[config.mk]
export PLATFORM = sky130hd
export DESIGN_NAME = fifo_write_packer
export DESIGN_NICKNAME = d
export VERILOG_FILES = /design/src/rtl/fifo_write_packer_pkg.sv /design/src/rtl/fifo_write_packer.sv
export SDC_FILE = /design/constraint.sdc
export NUM_CORES = 1
export LEC_CHECK = 0
export BUFFER_PORTS_ARGS = -buffer_cell sky130_fd_sc_hd__buf_2
export CAP_MARGIN = 20
export CORE_AREA = 4 4 61 118
export DETAILED_ROUTE_END_ITERATION = 16
export DIE_AREA = 0 0 65 122
export HOLD_SLACK_MARGIN = 0.02
export PLACE_DENSITY = 0.85
export SLEW_MARGIN = 10
export SYNTH_ARGS = -nofsm -noshare
export SYNTH_HDL_FRONTEND = slang
export SYNTH_SLANG_ARGS = --single-unit
[constraint.sdc]
create_clock -name i_wclk -period 2.29 [get_ports i_wclk]
set_input_delay 0.1145 -clock i_wclk [delete_from_list [all_inputs] [get_ports i_wclk]]
set_output_delay 0.1145 -clock i_wclk [all_outputs]
set_load 0.05 [all_outputs]
[src/rtl/fifo_write_packer_pkg.sv]
// Shared constants and helpers for the FIFO write-side beat packer.
package fifo_write_packer_pkg;

  localparam int unsigned DEF_IN_WIDTH  = 8;
  localparam int unsigned DEF_RATIO     = 4;
  localparam int unsigned DEF_CNT_WIDTH = 16;

  // Width of the lane index; never below one bit so the index stays declarable.
  function automatic int unsigned idx_width(input int unsigned ratio);
    return (ratio <= 2) ? 1 : $clog2(ratio);
  endfunction

endpackage

[src/rtl/fifo_write_packer.sv]
// Packs RATIO upstream beats into one word for a dual-clock FIFO write port.
// Optional partial-word flush is compiled in with FIFO_WRITE_PACKER_FLUSH_EN.
module fifo_write_packer
  import fifo_write_packer_pkg::*;
#(
  parameter int unsigned IN_WIDTH  = DEF_IN_WIDTH,
  parameter int unsigned RATIO     = DEF_RATIO,
  parameter int unsigned CNT_WIDTH = DEF_CNT_WIDTH
) (
  input  logic                      i_arst,
  input  logic                      i_wclk,
  input  logic                      i_valid,
  output logic                      o_ready,
  input  logic [IN_WIDTH-1:0]       i_data,
  input  logic                      i_flush,
  input  logic                      i_fifo_full,
  output logic                      o_fifo_we,
  output logic [IN_WIDTH*RATIO-1:0] o_fifo_wdata,
  output logic [CNT_WIDTH-1:0]      o_word_cnt
);

  localparam int unsigned     IDX_W = idx_width(RATIO);
  localparam int unsigned     OUT_W = IN_WIDTH * RATIO;
  localparam logic [IDX_W-1:0] LAST = IDX_W'(RATIO - 1);

  logic [IDX_W-1:0]     r_idx;
  logic [OUT_W-1:0]     r_pack;
  logic [OUT_W-1:0]     r_out;
  logic                 r_pend;
  logic [CNT_WIDTH-1:0] r_cnt;

  logic                 w_we;
  logic                 w_stall;
  logic                 w_ready;
  logic                 w_acc;
  logic                 w_complete;
  logic                 w_flush;
  logic                 w_load;
  logic [IDX_W-1:0]     w_idx_nx;
  logic [OUT_W-1:0]     w_pack_nx;

  assign w_we = r_pend & ~i_fifo_full;

`ifdef FIFO_WRITE_PACKER_FLUSH_EN
  // A flush cannot overwrite an unwritten word, so hold beats until it drains.
  assign w_stall = i_flush & r_pend & ~w_we;
`else
  logic w_unused_flush;
  assign w_unused_flush = i_flush;
  assign w_stall        = 1'b0;
`endif

  assign w_ready    = (~r_pend | w_we | (r_idx != LAST)) & ~w_stall;
  assign w_acc      = i_valid & w_ready;
  assign w_complete = w_acc & (r_idx == LAST);
  assign w_idx_nx   = w_acc ? r_idx + IDX_W'(1) : r_idx;

`ifdef FIFO_WRITE_PACKER_FLUSH_EN
  assign w_flush = i_flush & ~w_complete & (w_idx_nx != '0) & ~w_stall;
`else
  assign w_flush = 1'b0;
`endif

  assign w_load = w_complete | w_flush;

  always_comb begin
    w_pack_nx = r_pack;
    for (int unsigned l = 0; l < RATIO; l++) begin
      if (w_acc && (r_idx == IDX_W'(l)))
        w_pack_nx[l*IN_WIDTH +: IN_WIDTH] = i_data;
    end
  end

  // Packing register is cleared on every load, so a flushed word has zero upper lanes.
  always_ff @(posedge i_wclk or posedge i_arst) begin
    if (i_arst) begin
      r_idx  <= '0;
      r_pack <= '0;
      r_out  <= '0;
      r_pend <= 1'b0;
      r_cnt  <= '0;
    end else begin
      if (w_load) begin
        r_out  <= w_pack_nx;
        r_pack <= '0;
        r_idx  <= '0;
        r_pend <= 1'b1;
      end else begin
        r_pack <= w_pack_nx;
        r_idx  <= w_idx_nx;
        if (w_we)
          r_pend <= 1'b0;
      end
      if (w_we)
        r_cnt <= r_cnt + CNT_WIDTH'(1);
    end
  end

  assign o_ready      = w_ready;
  assign o_fifo_we    = w_we;
  assign o_fifo_wdata = r_out;
  assign o_word_cnt   = r_cnt;

endmodule

==> summary.txt, run 1 <==
======================================================================================
Clk root buf                                                                 clkbuf_16
Y dimension of the die                                                     122 microns
Antenna fix cells                                                                    0
Class of the worst hold path                                              input pin to register
Worst-case clock skew                                                          5.96 ps
Die X-Extent                                                                65 microns
Result of the run                                                         finished, final reports clean
Worst path required time                                                       2540 ps
Total number of vias                                                             2,256
Area share of the leading cell type in the synthesized netlist                   56.6%
Number of pins with negative max-slew slack in the final report                      0
Synthesis-to-layout area growth                                                  21.0%
Beginning of the worst register-to-register path                          r_idx[0]$_DFFE_PP0P_
Clock Pin Slew Worst Setup and Hold Paths                                        60 ps
# DRC                                                                                0
Async S/R FF share, synth                                                         100%
Net total in the final layout                                                      364
Share of layout cells above drive strength 1                                     29.1%
Number of detailed-route iterations in the first pass                                5
Clock Sinks                                                                         75
Synthesized area                                                          0.00331 sq mm
Clk Latency, worst-skew pair                                                    330 ps
Detailed-route wire length                                                     6.94 mm
Clock buffers created by TritonCTS                                                   9
Reg-to-reg slack, setup                                                         470 ps
Hold depth                                                                           3
Post-synth EDFFs                                                                     0
HPWL reported at the end of detailed placement                                 4.90 mm
Startpoint type of the worst setup path                                       register
Count of unique library cells instantiated by Yosys                                 26
Top cells by area in the synthesized netlist                              dfrtp_1, mux2i_1, nor2_1, a21oi_1, mux2_2
Vias in the first global route                                                   2,359
Endpoints failing setup                                                              0
Largest area contributor in the synthesized netlist                            dfrtp_1
Register bit count reported by yosys                                                75
Final critical-path required period                                            1820 ps
Relative slew margins                                                            60.5%
Power density over the cells                                              1620 mW/mm^2
Top cells by count, synth                                                 dfrtp_1, nor2_1, mux2i_1
Clock tree buffer depth                                                              2
Overflow after GRT                                                                   0
VDD IR max                                                                    0.867 mV
Number of port buffers                                                              61
Top achievable clock speed                                                     551 MHz
Reg2Reg Depth                                                                        6
Max Cap Violations                                                                   0
Period Utilization, post-route                                                   79.3%
Share of synthesized area occupied by flip-flops and latches                     56.6%
Worst slew pin tran                                                             591 ps
Crit end category                                                             register
Number of routed nets with antenna violations                                        0
Total power                                                                    6.50 mW
TNS Setup                                                                         0 ps
CTS tree                                                                           yes
Hold Path Origin                                                           i_fifo_full
Synthesized Nets                                                                   297
# rows                                                                              41
Cell leakage power                                                             1.95 nW
Maximum level of the CTS H-tree                                                      3
Floorplan die area                                                        0.00793 sq mm
Std-Cell Core Area                                                        0.00631 sq mm
Worst-path fanout max                                                               20
Global-route usage over all layers                                               19.4%
Boundary pin count                                                                  63
Weighted congestion reported at the end of routability-driven placement          0.744
Yosys synthesis warning count                                                        0
Average cell area after synthesis                                           11.9 sq um
Count of endpoints failing hold in the final timing report                           0
1st-iter DRT viols                                                                  97
Initial core utilization                                                         52.5%
Drt via density                                                                   5.16
Critical path start-end classification                                    register to register
Final routed wire length divided by cell count                            15.9 microns
RSZ-0062 raised after global routing                                                no
First-pass GRT wire length                                                     11.5 mm
Endpoint of the lowest-slack register-to-register path                    o_fifo_wdata[9]$_DFFE_PP0P_
Arrival time of data at the critical path endpoint                             2070 ps
Most common cell in the synthesized netlist                                    dfrtp_1
Primary flip-flop cell chosen by synthesis mapping                             dfrtp_1
Largest net degree at the start of global routing                                   52
Hold worst-path end                                                       r_pend$_DFFE_PP0P_
Mapped Cells                                                                       279
Initial antenna violation count                                                      0
======================================================================================
## critical path: stages, from the launching register on
cell	delay [ps]
dfrtp_1	410
ha_1	200
nand2_1	100
a21oi_4	490
buf_4	340
nor2_1	60
a21oi_1	140
## stage by stage
step | instance area (sq um) | std cells | worst slack (ps) | util, % | hold slack [ps]
2_1_floorplan | 3310 | 279 | 266 | - | 224
3_3_place_gp | 3720 | 420 | 561 | 58.9 | 176
3_5_place_dp | 3720 | 420 | 504 | 58.9 | 186
4_1_cts | 4010 | 437 | 448 | 63.5 | 58.2
5_1_grt | 4010 | 437 | 311 | 63.5 | 81.1
6_report | 4010 | 437 | 474 | 63.5 | 71.3
## cell usage in the layout (no fill, tap or decap), drive strengths merged
cell type,synthesis,final
nand2,9,9
dfrtp,75,75
mux2i,48,48
mux2,10,10
clkbuf,0,11
and3,5,5
nand2b,1,1
a21oi,25,25
nor3,1,1
clkinv,0,4
nand4b,1,1
nand3,4,4
nand4,6,6
inv,3,3
xnor2,10,10
and2b,1,1
nor4,1,1
buf,15,70
nor2,52,52
o21ai,1,1
xor2,5,5
clkinvlp,0,1
nand3b,1,1
ha,5,5
dlygate4sd3,0,1
## worst max path at each step
stage	startpoint	end	slack, ps	cells past startpoint
6_report	r_idx[0]$_DFFE_PP0P_	o_fifo_wdata[9]$_DFFE_PP0P_	470	6
5_1_grt	r_idx[0]$_DFFE_PP0P_	o_fifo_wdata[9]$_DFFE_PP0P_	310	6
3_3_place_gp	r_idx[0]$_DFFE_PP0P_	o_fifo_wdata[10]$_DFFE_PP0P_	560	6
3_5_place_dp	r_idx[0]$_DFFE_PP0P_	o_fifo_wdata[11]$_DFFE_PP0P_	500	6
4_1_cts	r_idx[0]$_DFFE_PP0P_	o_fifo_wdata[9]$_DFFE_PP0P_	450	6
2_1_floorplan	i_arst	o_fifo_wdata[0]$_DFFE_PP0P_	270	1
## layout make-up
| class | instances | area, sq um |
|---|---|---|
| clock buffer | 11 | 253 |
| clock inverter | 5 | 27.5 |
| fill | 531 | 2300 |
| inverter | 3 | 11.3 |
| multi-input combinational | 186 | 1340 |
| sequential | 75 | 1880 |
| tap | 86 | 108 |
| timing repair buffer | 71 | 395 |
## per-layer routing
layer,GRT usage (%),up-vias,share of wire (%)
met2,34.3,45,55
met3,4.06,12,3.5
li1,-,1084,-
met4,9.67,0,2.5
met1,21.6,1115,39
met5,0,-,0
## timing repair
| action | 4_1_cts | 5_1_grt |
|---|---|---|
| gates resized for setup | 0 | 0 |
| buffers inserted | 0 | 0 |
| setup endpoints to repair | 0 | 0 |
| endpoints found under the hold margin | 24 | 0 |
| hold buffers | 1 | 0 |
## sequential cells by signal, indices dropped and copies added, names as in the netlist
register	flops
r_pend	1
r_idx	2
r_pack	24
o_word_cnt	16
o_fifo_wdata	32
## power by group
part	internal, mW	switching, mW
Clock	0.784	0.523
Combinational	0.897	2.07
Sequential	1.88	0.349
## cells by family (layout without fill, tap and decap cells)
logic type                 after synthesis  in the layout  synth area share (%)
buffers and inverters                   18             90                  3.25
and+or+nand+nor                         82             82                  12.3
xor gates and xnor gates                15             15                  3.96
muxes                                   58             58                  17.9
DFF                                     75             75                  56.6
adders and majority gates                5              5                  1.89
AOI/OAI and AO/OA                       26             26                  4.04
Note: power is estimated with default switching activity, not from simulation.
==> inputs of run 2 (changes only) <==
clock period = 1.8 ns   (was 2.29 ns; I/O delays follow)
==> run 2 against run 1 <==
Net effect:
- final cell count is the same
- total power grew 27%
- register-to-register slack worse by 280 ps
- flip-flop and latch count unchanged
- critical endpoint is now o_fifo_wdata[7]$_DFFE_PP0P_
==> summary.txt, run 2 (synthesis gave the netlist of run 1 again) <==
======================================================================================
Critical path start-end classification                                    register to register
# rows                                                                              41   unchanged
Period Utilization, post-route                                                   89.4%   +10 points
Drt via density                                                                   5.26   +2.0%
Clk root buf                                                                 clkbuf_16
Number of detailed-route iterations in the first pass                                4   -1
Final standard cell utilization of the core                                      64.2%   +0.67 points
Global-route usage over all layers                                               19.1%   -0.24 points
Largest register FFs                                                                32   unchanged
Endpoints failing setup                                                              0   unchanged
Number of pins with negative max-slew slack in the final report                      0   unchanged
TNS Setup                                                                         0 ps   unchanged
First-pass GRT wire length                                                     11.5 mm   -0.71%
Number of instances resized during post-cts repair                                   0   unchanged
Count of non-filler cells in the finished layout                                   437   unchanged
Worst slew pin tran                                                             523 ps   -68.7 ps
Max Cap Violations                                                                   0   unchanged
Count of endpoints failing hold in the final timing report                           0   unchanged
Beginning of the worst register-to-register path                          r_idx[0]$_DFFE_PP0P_
Top achievable clock speed                                                     622 MHz   +13%
Class of the worst hold path                                              input pin to register
Critical path launch point                                                r_idx[0]$_DFFE_PP0P_
Setup Buffers After CTS                                                              0   unchanged
Total number of vias                                                             2,300   +2.0%
# DRC                                                                                0   unchanged
Die X-Extent                                                                65 microns   unchanged
Clock tree buffer depth                                                              2   unchanged
Largest net degree at the start of global routing                                   49   -5.8%
Clk Latency, worst-skew pair                                                    320 ps   about the same
Vias in the first global route                                                   2,380   +0.89%
Clock buffers created by TritonCTS                                                   9   unchanged
Antenna fix cells                                                                    0   unchanged
Cell leakage power                                                             1.95 nW   about the same
Final routed wire length divided by cell count                            15.4 microns   -3.0%
Placed cell count                                                                  421   +0.24%
CTS tree                                                                           yes
Weighted congestion reported at the end of routability-driven placement          0.786   +5.6%
Crit end category                                                             register
Detailed-route wire length                                                     6.74 mm   -3.0%
Commonest non-fill, non-tap cell in the layout                                 dfrtp_1
Y dimension of the die                                                     122 microns   unchanged
HPWL reported at the end of detailed placement                                 4.84 mm   -1.2%
Worst path required time                                                       2050 ps   -490 ps
Placed instance area                                                      0.00376 sq mm   +1.1%
RSZ-0062 raised after global routing                                                no
Final critical-path required period                                            1610 ps   -208 ps
Floorplan die area                                                        0.00793 sq mm   unchanged
Arrival time of data at the critical path endpoint                             1850 ps   -220 ps
Clock Pin Slew Worst Setup and Hold Paths                                        50 ps   about the same
Synthesis-to-layout area growth                                                  22.2%
Std-Cell Core Area                                                        0.00631 sq mm   unchanged
Boundary pin count                                                                  63   unchanged
Result of the run                                                         finished, final reports clean
Cell area after layout                                                    0.00405 sq mm   +1.1%
Startpoint type of the worst setup path                                       register
Net total in the final layout                                                      365   +0.27%
Overflow after GRT                                                                   0   unchanged
Maximum level of the CTS H-tree                                                      3   unchanged
Number of fill cells                                                               507   -4.5%
VDD IR max                                                                     1.14 mV   +31%
Share of layout cells above drive strength 1                                     28.8%   -0.28 points
Commonest non-fill, non-tap cells in the layout                           dfrtp_1, buf_2, nor2_1
Initial antenna violation count                                                      0   unchanged
Worst-path fanout max                                                               48   +140%
Clock Sinks                                                                         75   unchanged
Number of port buffers                                                              61   unchanged
Number of routed nets with antenna violations                                        0   unchanged
Hold Path Origin                                                           i_fifo_full
Initial core utilization                                                         52.5%   unchanged
Worst-case clock skew                                                          4.13 ps   -1.83 ps
Power density over the cells                                              2040 mW/mm^2   +26%
Relative slew margins                                                            65.1%   +4.6 points
1st-iter DRT viols                                                                 110   +13%
======================================================================================
## run 2: routing by layer
layer	vias to the layer above	part of all wire (%)	GRT usage [%]
li1	1084	-	-
met4	0	2.1	8.34
met2	61	54	33.1
met1	1142	39	22.1
met5	-	0	0
met3	13	4.8	4.70
## run 2: through the flow
stage	hold slack [ps]	setup WS (ps)	total power, mW
2_1_floorplan	200	112	5.75
3_3_place_gp	162	273	6.54
3_5_place_dp	163	204	6.68
4_1_cts	53.9	188	8.36
5_1_grt	60.6	20.7	8.79
6_report	61.4	191	8.28
## run 2: final timing paths
check	to	slack [ps]	cells past startpoint
max	o_fifo_wdata[7]$_DFFE_PP0P_	190	7
min	r_pend$_DFFE_PP0P_	60	3
max reg2reg	o_fifo_wdata[7]$_DFFE_PP0P_	190	7
min reg2reg	o_word_cnt[15]$_DFFE_PP0P_	470	1
max in group asynchronous	o_fifo_wdata[7]$_DFFE_PP0P_	850	4
min in group asynchronous	o_word_cnt[3]$_DFFE_PP0P_	350	3
## run 2: worst max-delay path, stage by stage, from the launching register on
cell and delay, ps:
dfrtp_1 410, ha_1 220, nand2_1 110, a21oi_4 150, buf_12 200, buf_12 230, nor2_1 60, a21oi_1 120
## run 2: cell type report
| type | count | area, sq um | share of cell area (%) |
|---|---|---|---|
| clock buffer | 14 | 274 | 6.76 |
| clock inverter | 1 | 7.51 | 0.185 |
| inverter | 3 | 15.0 | 0.371 |
| multi-input combinational | 186 | 1340 | 33.1 |
| sequential | 75 | 1880 | 46.3 |
| tap | 86 | 108 | 2.66 |
| timing repair buffer | 72 | 428 | 10.6 |
## run 2: power breakdown
| group | switching [mW] | total [mW] | leakage [nW] | internal (mW) |
|---|---|---|---|---|
| registers | 0.439 | 2.83 | 0.929 | 2.39 |
| clock network | 0.610 | 1.65 | 0.135 | 1.04 |
| logic | 2.62 | 3.80 | 0.885 | 1.18 |
| total | 3.67 | 8.28 | 1.95 | 4.60 |
## run 2: timing repair
action                     4_1_cts  5_1_grt
hold endpoints to repair        21        0
hold buffers                     1        0
setup endpoints to repair        0        0
